File: src/rtl/tlc_sensor_conditioner.sv
// Vehicle-sensor front end for the traffic light controller: per-street synchronizer,
// debouncer, arrival pulse and a request latch cleared by the controller's green feedback.
module tlc_sensor_conditioner #(
  parameter int DEB_CYCLES = 16,
  parameter bit LATCH_EN   = 1'b1
) (
  input  logic clk,
  input  logic reset_n,
  input  logic raw_a,
  input  logic raw_b,
  input  logic ga,
  input  logic gb,
  output logic Sa,
  output logic Sb,
  output logic arrive_a,
  output logic arrive_b
);

  localparam int CW = $clog2(DEB_CYCLES);
  localparam logic [CW-1:0] CNT_MAX = CW'(DEB_CYCLES - 1);

  logic [1:0] raw_w;
  logic [1:0] serve_w;
  logic [1:0] req_out_w;
  logic [1:0] arrive_w;

  assign raw_w   = {raw_b, raw_a};
  assign serve_w = {gb, ga};

  generate
    for (genvar gi = 0; gi < 2; gi++) begin : g_chan
      logic          s1_q, s2_q;
      logic          deb_q, deb_d;
      logic          req_q, req_d;
      logic          arr_q;
      logic          rise_w;
      logic [CW-1:0] cnt_q, cnt_d;

      always_comb begin
        cnt_d = cnt_q;
        deb_d = deb_q;
        if (s2_q == deb_q) begin
          cnt_d = '0;
        end else if (cnt_q == CNT_MAX) begin
          deb_d = s2_q;
          cnt_d = '0;
        end else begin
          cnt_d = cnt_q + CW'(1);
        end
      end

      assign rise_w = ~deb_q & deb_d;

      // A new arrival beats a simultaneous serve; green only clears once the car has left.
      always_comb begin
        req_d = req_q;
        if (!LATCH_EN) begin
          req_d = 1'b0;
        end else if (rise_w) begin
          req_d = 1'b1;
        end else if (serve_w[gi] && !deb_q) begin
          req_d = 1'b0;
        end
      end

      always_ff @(posedge clk or negedge reset_n) begin
        if (!reset_n) begin
          s1_q  <= 1'b0;
          s2_q  <= 1'b0;
          deb_q <= 1'b0;
          cnt_q <= '0;
          req_q <= 1'b0;
          arr_q <= 1'b0;
        end else begin
          s1_q  <= raw_w[gi];
          s2_q  <= s1_q;
          deb_q <= deb_d;
          cnt_q <= cnt_d;
          req_q <= req_d;
          arr_q <= rise_w;
        end
      end

      assign req_out_w[gi] = deb_q | req_q;
      assign arrive_w[gi]  = arr_q;
    end
  endgenerate

  assign Sa       = req_out_w[0];
  assign Sb       = req_out_w[1];
  assign arrive_a = arrive_w[0];
  assign arrive_b = arrive_w[1];

endmodule

File: config.mk
export PLATFORM = sky130hd
export DESIGN_NAME = tlc_sensor_conditioner
export DESIGN_NICKNAME = d
export VERILOG_FILES = /design/src/rtl/tlc_sensor_conditioner.sv
export SDC_FILE = /design/constraint.sdc
export NUM_CORES = 1
export LEC_CHECK = 0
export CAP_MARGIN = 20
export CORE_MARGIN = 2
export CORE_UTILIZATION = 45
export DETAILED_ROUTE_END_ITERATION = 8
export PLACE_DENSITY = 0.79
export SYNTH_ARGS = -nofsm -noshare
export SYNTH_HDL_FRONTEND = slang
export SYNTH_SLANG_ARGS = --single-unit
File: constraint.sdc
create_clock -name clk -period 1.4 [get_ports clk]
set_clock_uncertainty 0.2 [all_clocks]
set_input_delay 0.21 -clock clk [delete_from_list [all_inputs] [get_ports clk]]
set_output_delay 0.21 -clock clk [all_outputs]
set_load 0.005 [all_outputs]
=== Word level (Yosys, flattened, before mapping) ===
Cells that the tools add are included.

* Bitwise operators: 6
* Multiplexer cells: 12
* Equal/unequal tests: 4
* Reductions and logical operators: 6
* Add/sub/neg operators: 2

{| class="wikitable"
|+ Operators with widths
! kind !! number
|-
| two-way mux 4 bit || 4
|-
| adder 4 x 1 -> 4 bit (second input constant) || 2
|-
| equality test 4 bit (second input constant) || 2
|-
| two-way mux 1 bit || 8
|-
| nonzero test 2 bit || 2
|-
| bitwise AND 1 bit || 2
|-
| equality test 1 bit || 2
|-
| logical AND 1 bit || 2
|-
| zero test 1 bit || 2
|-
| inverter 1 bit || 2
|-
| bitwise OR 1 bit || 2
|}

* Output and inout port bits: 4
* Word-level logic and storage cells: 42
* Bits of input ports: 6
* Flip-flop bits (word level): 18

=== Longest topological paths before layout ===
* Depth after elaboration: 5
* Depth in mapped cells: 4
* Mapped depth without buffers: 4

=== Worst setup path after synthesis ===
Ideal clock, no wire load.

* Path kind: reg2reg
* Start: register g_chan[0].cnt_q[0]
* End: register g_chan[0].cnt_q[3]
* Buffers on the path: 0
* Clock period less this slack: 1319 ps
* Arrival: 1024 ps
* Slack: 81 ps
* Cell stages (with the launch flop): 4
* Setup time: 96 ps
* Required time: 1104 ps
* Cells stage by stage: dfrtp_1 > ha_1 > a21o_1 > a311oi_2

* Word-level cells in the longest chain between the ends: 3
* Elaborated cells between the ends (all ways): 4
* Classes of those cells: add/sub: 1; eq/ne: 1; mux: 2

{| class="wikitable"
|+ RTL lines
! element !! line !! source
|-
| start, declared || 37 || <nowiki>logic [CW-1:0] cnt_q, cnt_d;</nowiki>
|-
| start signal, assigned || 78 || <nowiki>cnt_q <= cnt_d;</nowiki>
|-
| adder 4 x 1 -> 4 bit or equality test 4 bit (tied branches) || 48, 44 ||
|-
| two-way mux 4 bit * || 44 || <nowiki>end else if (cnt_q == CNT_MAX) begin</nowiki>
|-
| two-way mux 4 bit * || 42 || <nowiki>if (s2_q == deb_q) begin</nowiki>
|-
| named net g_chan[0].cnt_d[3] || 37 ||
|}

The timed path passes the listed nets; every way through them passes the cells marked *.
A chain may end at the register's enable or synchronous reset.

=== Final worst setup path ===
* Start: register g_chan[0].deb_q
* End: output port Sa

* Word-level cells in the longest chain between the ends: 1

{| class="wikitable"
|+ RTL lines
! element !! line !! source
|-
| start, declared || 33 || <nowiki>logic deb_q, deb_d;</nowiki>
|-
| start signal, assigned || 70 || <nowiki>deb_q <= 1'b0;</nowiki>
|-
| start signal, assigned || 77 || <nowiki>deb_q <= deb_d;</nowiki>
|-
| bitwise OR 1 bit || 84 || <nowiki>assign req_out_w[gi] = deb_q | req_q;</nowiki>
|-
| end, declared || 13 || <nowiki>output logic Sa,</nowiki>
|}

No other way between the ends.

==> impl_metrics.py <==
metrics = {
    "critical_path": {
        "cp_slowest_stage_delay_ps": 390,
        "worstPathMaxFanout": 2,
        "critical_path.top_delay_family": "flip-flops",
        "worstSetupPathType": "reg2out",
        "path_buf_inv": 1,
        "crit_arrival_ps": 1030,
        "required_ps": 990,
        "endpoint_kind": "output port",
        "slowest_stage": "dfrtp_1",
        "crit_chain": "or2_4 > buf_6",
        "cp-start-kind": "flop",
    },
    "placed_design": {
        "dp_hpwl_um": 711,
        "place.gp.congestion": 0.686,
        "portBuffers": 9,
        "place_ws_ps": -90.0,
        "placed_cell_area_um2": 835,
        "dp.cells": 86,
    },
    "drt": {
        "post_drt_via_cell_ratio": 4.95,
        "firstDrtPassIters": 4,
        "avgRoutedWirePerCell_um": 10.7,
        "drt_wl_total_um": 975,
        "drc_errors": 0,
        "drt-initial-drc-count": 3,
        "met1_length_um": 471,
        "wl_met3_um": 50,
        "num_vias": 450,
        "routed.top_layer": "met4",
        "ant_nets": 0,
        "wl_met2_um": 437,
    },
    "yosys": {
        "synth-seq-cells": 18,
        "synth_xor_area_share_pct": 5.10,
        "synth_top_family_by_area": "simple AND/OR/NAND/NOR gates",
        "yosysTopAreaCell": "dfrtp_1",
        "postSynthAreaPerCell_um2": 12.3,
        "synth_simple_gate_area_share_pct": 14.8,
        "synth_fp_nets": 64,
        "synth_top_area_share_pct": 65.6,
        "ys_seq_area_share_pct": 65.6,
        "synth_compound_area_share_pct": 9.29,
        "syn_area_um2": 687,
        "syn-instance-count": 56,
        "ys_warn_count": 0,
        "synth_mux_area_share_pct": 0,
        "synthTopCellsByArea": "dfrtp_1 (66%), xnor2_1 (5.1%), ha_1 (3.6%), o21ai_0 (3.6%), a311oi_2 (2.2%)",
        "yosysUniqueCellTypes": 17,
        "synthAdderAreaFrac_pct": 3.64,
    },
    "clocking": {
        "ctsHtreeMaxLevel": 1,
        "clk_latency_ps": 290,
        "cts_tree": "built",
        "cts-root-buf": "clkbuf_4",
        "cts.sinks": 18,
        "ctsHoldBuffers": 0,
        "numCtsBuffers": 3,
        "clockBufferDepth": 2,
        "path_clk_slew_ps": 100,
    },
    "finish": {
        "syn2layout_area_growth_pct": 30.1,
        "multi_input_comb_area_um2": 240,
        "final_cells": 91,
        "utilization_pct": 60.7,
        "mostFrequentLayoutCell": "dfrtp_1",
        "final_cell_mix": "dfrtp_1 (18), buf_4 (6), o21ai_0 (5), clkdlybuf4s50_1 (5)",
        "final_area_um2": 893,
        "register_area_um2": 450,
        "fill_cells": 130,
        "fin_nets": 84,
        "antenna_cells": 0,
        "drive_above_1_share_pct": 24.0,
    },
    "grt": {
        "grt_start_max_net_pins": 19,
        "antenna_found_initial": 0,
        "grt_pass1_vias": 440,
        "grt_pass1_wl_mm": 1.84,
        "grt_overflow_total": 0,
        "globalRouteTotalUtil_pct": 14.1,
    },
    "min_path": {
        "hold_path.class": "in2async",
    },
    "outcome": {
        "status": "finished, violations left",
        "violations": "setup timing",
    },
    "floorplanning": {
        "core_um2": 1470,
        "chipWidth_um": 43.1,
        "ios": 10,
        "die-height_um": 43.1,
        "start_util_pct": 46.7,
        "die-area_um2": 1860,
        "core.rowCount": 14,
    },
    "sta": {
        "period_needed_ps": 1440,
        "fmax_mhz": 693,
        "setup_viol": 2,
        "tightest_slew_ps": 361,
        "drv_slew": 0,
        "setup_ws_ps": -43.5,
        "slew_headroom_pct": 75.7,
        "finalHoldViolCount": 0,
        "fin_crit_sh_pct": 103,
        "rsz0062_at_grt": "true",
    },
    "power": {
        "vdd_drop_max_v": 0.000486,
        "p_leak_uw": 0.000437,
        "power.density_nw_per_um2": 1060,
    },
    "run": {
        "drv_cap": 0,
    },
}
==> Yosys cell counts <==
master,count
a21o_1,1
a21oi_1,2
a311oi_2,1
a31oi_1,1
dfrtp_1,18
ha_1,2
inv_1,3
nand2_1,4
nand3_1,2
nand4_1,2
nand4b_1,1
nor2_1,4
nor2b_1,2
nor3b_1,2
o21ai_0,5
or2_2,2
xnor2_1,4
==> sequential cells by signal, indices dropped and copies added (netlist names) <==
signal / cells
g_chan.deb_q: 2
g_chan.req_q: 2
arrive_a: 1
g_chan.s1_q: 2
g_chan.s2_q: 2
g_chan.cnt_q: 8
arrive_b: 1
==> report_power, final <==
group	switching [µW]	internal, µW	leakage [µW]
clock network	155	158	0.0000210
logic	31.1	41.7	0.000179
registers	16.9	539	0.000237
total	203	740	0.000437
==> per-stage QoR <==
stage          hold WS (ps)  setup TNS (ps)  power (µW)
3_5_place_dp            148            -175         634
3_3_place_gp            132            -151         631
5_1_grt                43.9            -193         996
4_1_cts                29.1            -108         949
2_1_floorplan          -286               0         595
6_report               27.7           -79.7         943
==> worst paths after layout <==
kind | from | end | slack (ps) | depth (start not counted)
worst max-delay path | g_chan[0].deb_q | Sa | -40 | 2
min in group clk | raw_b | g_chan[1].s1_q | 150 | 1
worst max register to register | g_chan[0].cnt_q[1] | g_chan[0].cnt_q[3] | 90 | 3
worst min register to register | g_chan[1].s1_q | g_chan[1].s2_q | 170 | 0
worst min-delay path | reset_n | g_chan[0].cnt_q[3] | 30 | 2
max in group asynchronous | reset_n | g_chan[1].cnt_q[3] | 790 | 2
==> timing repair <==
action | in CTS | in global routing
gates resized for setup | 14 | 3
pin swaps | 0 | 2
setup endpoints to repair | 4 | 6
setup buffers | 1 | 1
==> cell type report <==
class	count	area share (%)
flip-flops and latches	18	50.4
multi-input cells	35	26.9
repair buffers	15	15.1
clock buffers	4	4.06
well taps	16	2.24
inverters	3	1.26
==> routing by layer <==
metal  up-vias  GRT usage, %
li1        231             -
met1       204          18.5
met2        13          19.7
met3         2          3.83
met4         0          10.9
met5         -             0
==> logic make-up (layout without fill, tap and decap cells) <==
group | count (synthesis) | after routing
AND/OR/NAND/NOR | 19 | 19
adder cells (fa/ha/maj) | 2 | 2
AO/OA/AOI/OAI | 10 | 10
buffers and inverters | 3 | 22
XOR/XNOR | 4 | 4
flip-flops | 18 | 18
Note: power is estimated with default switching activity, not from simulation.
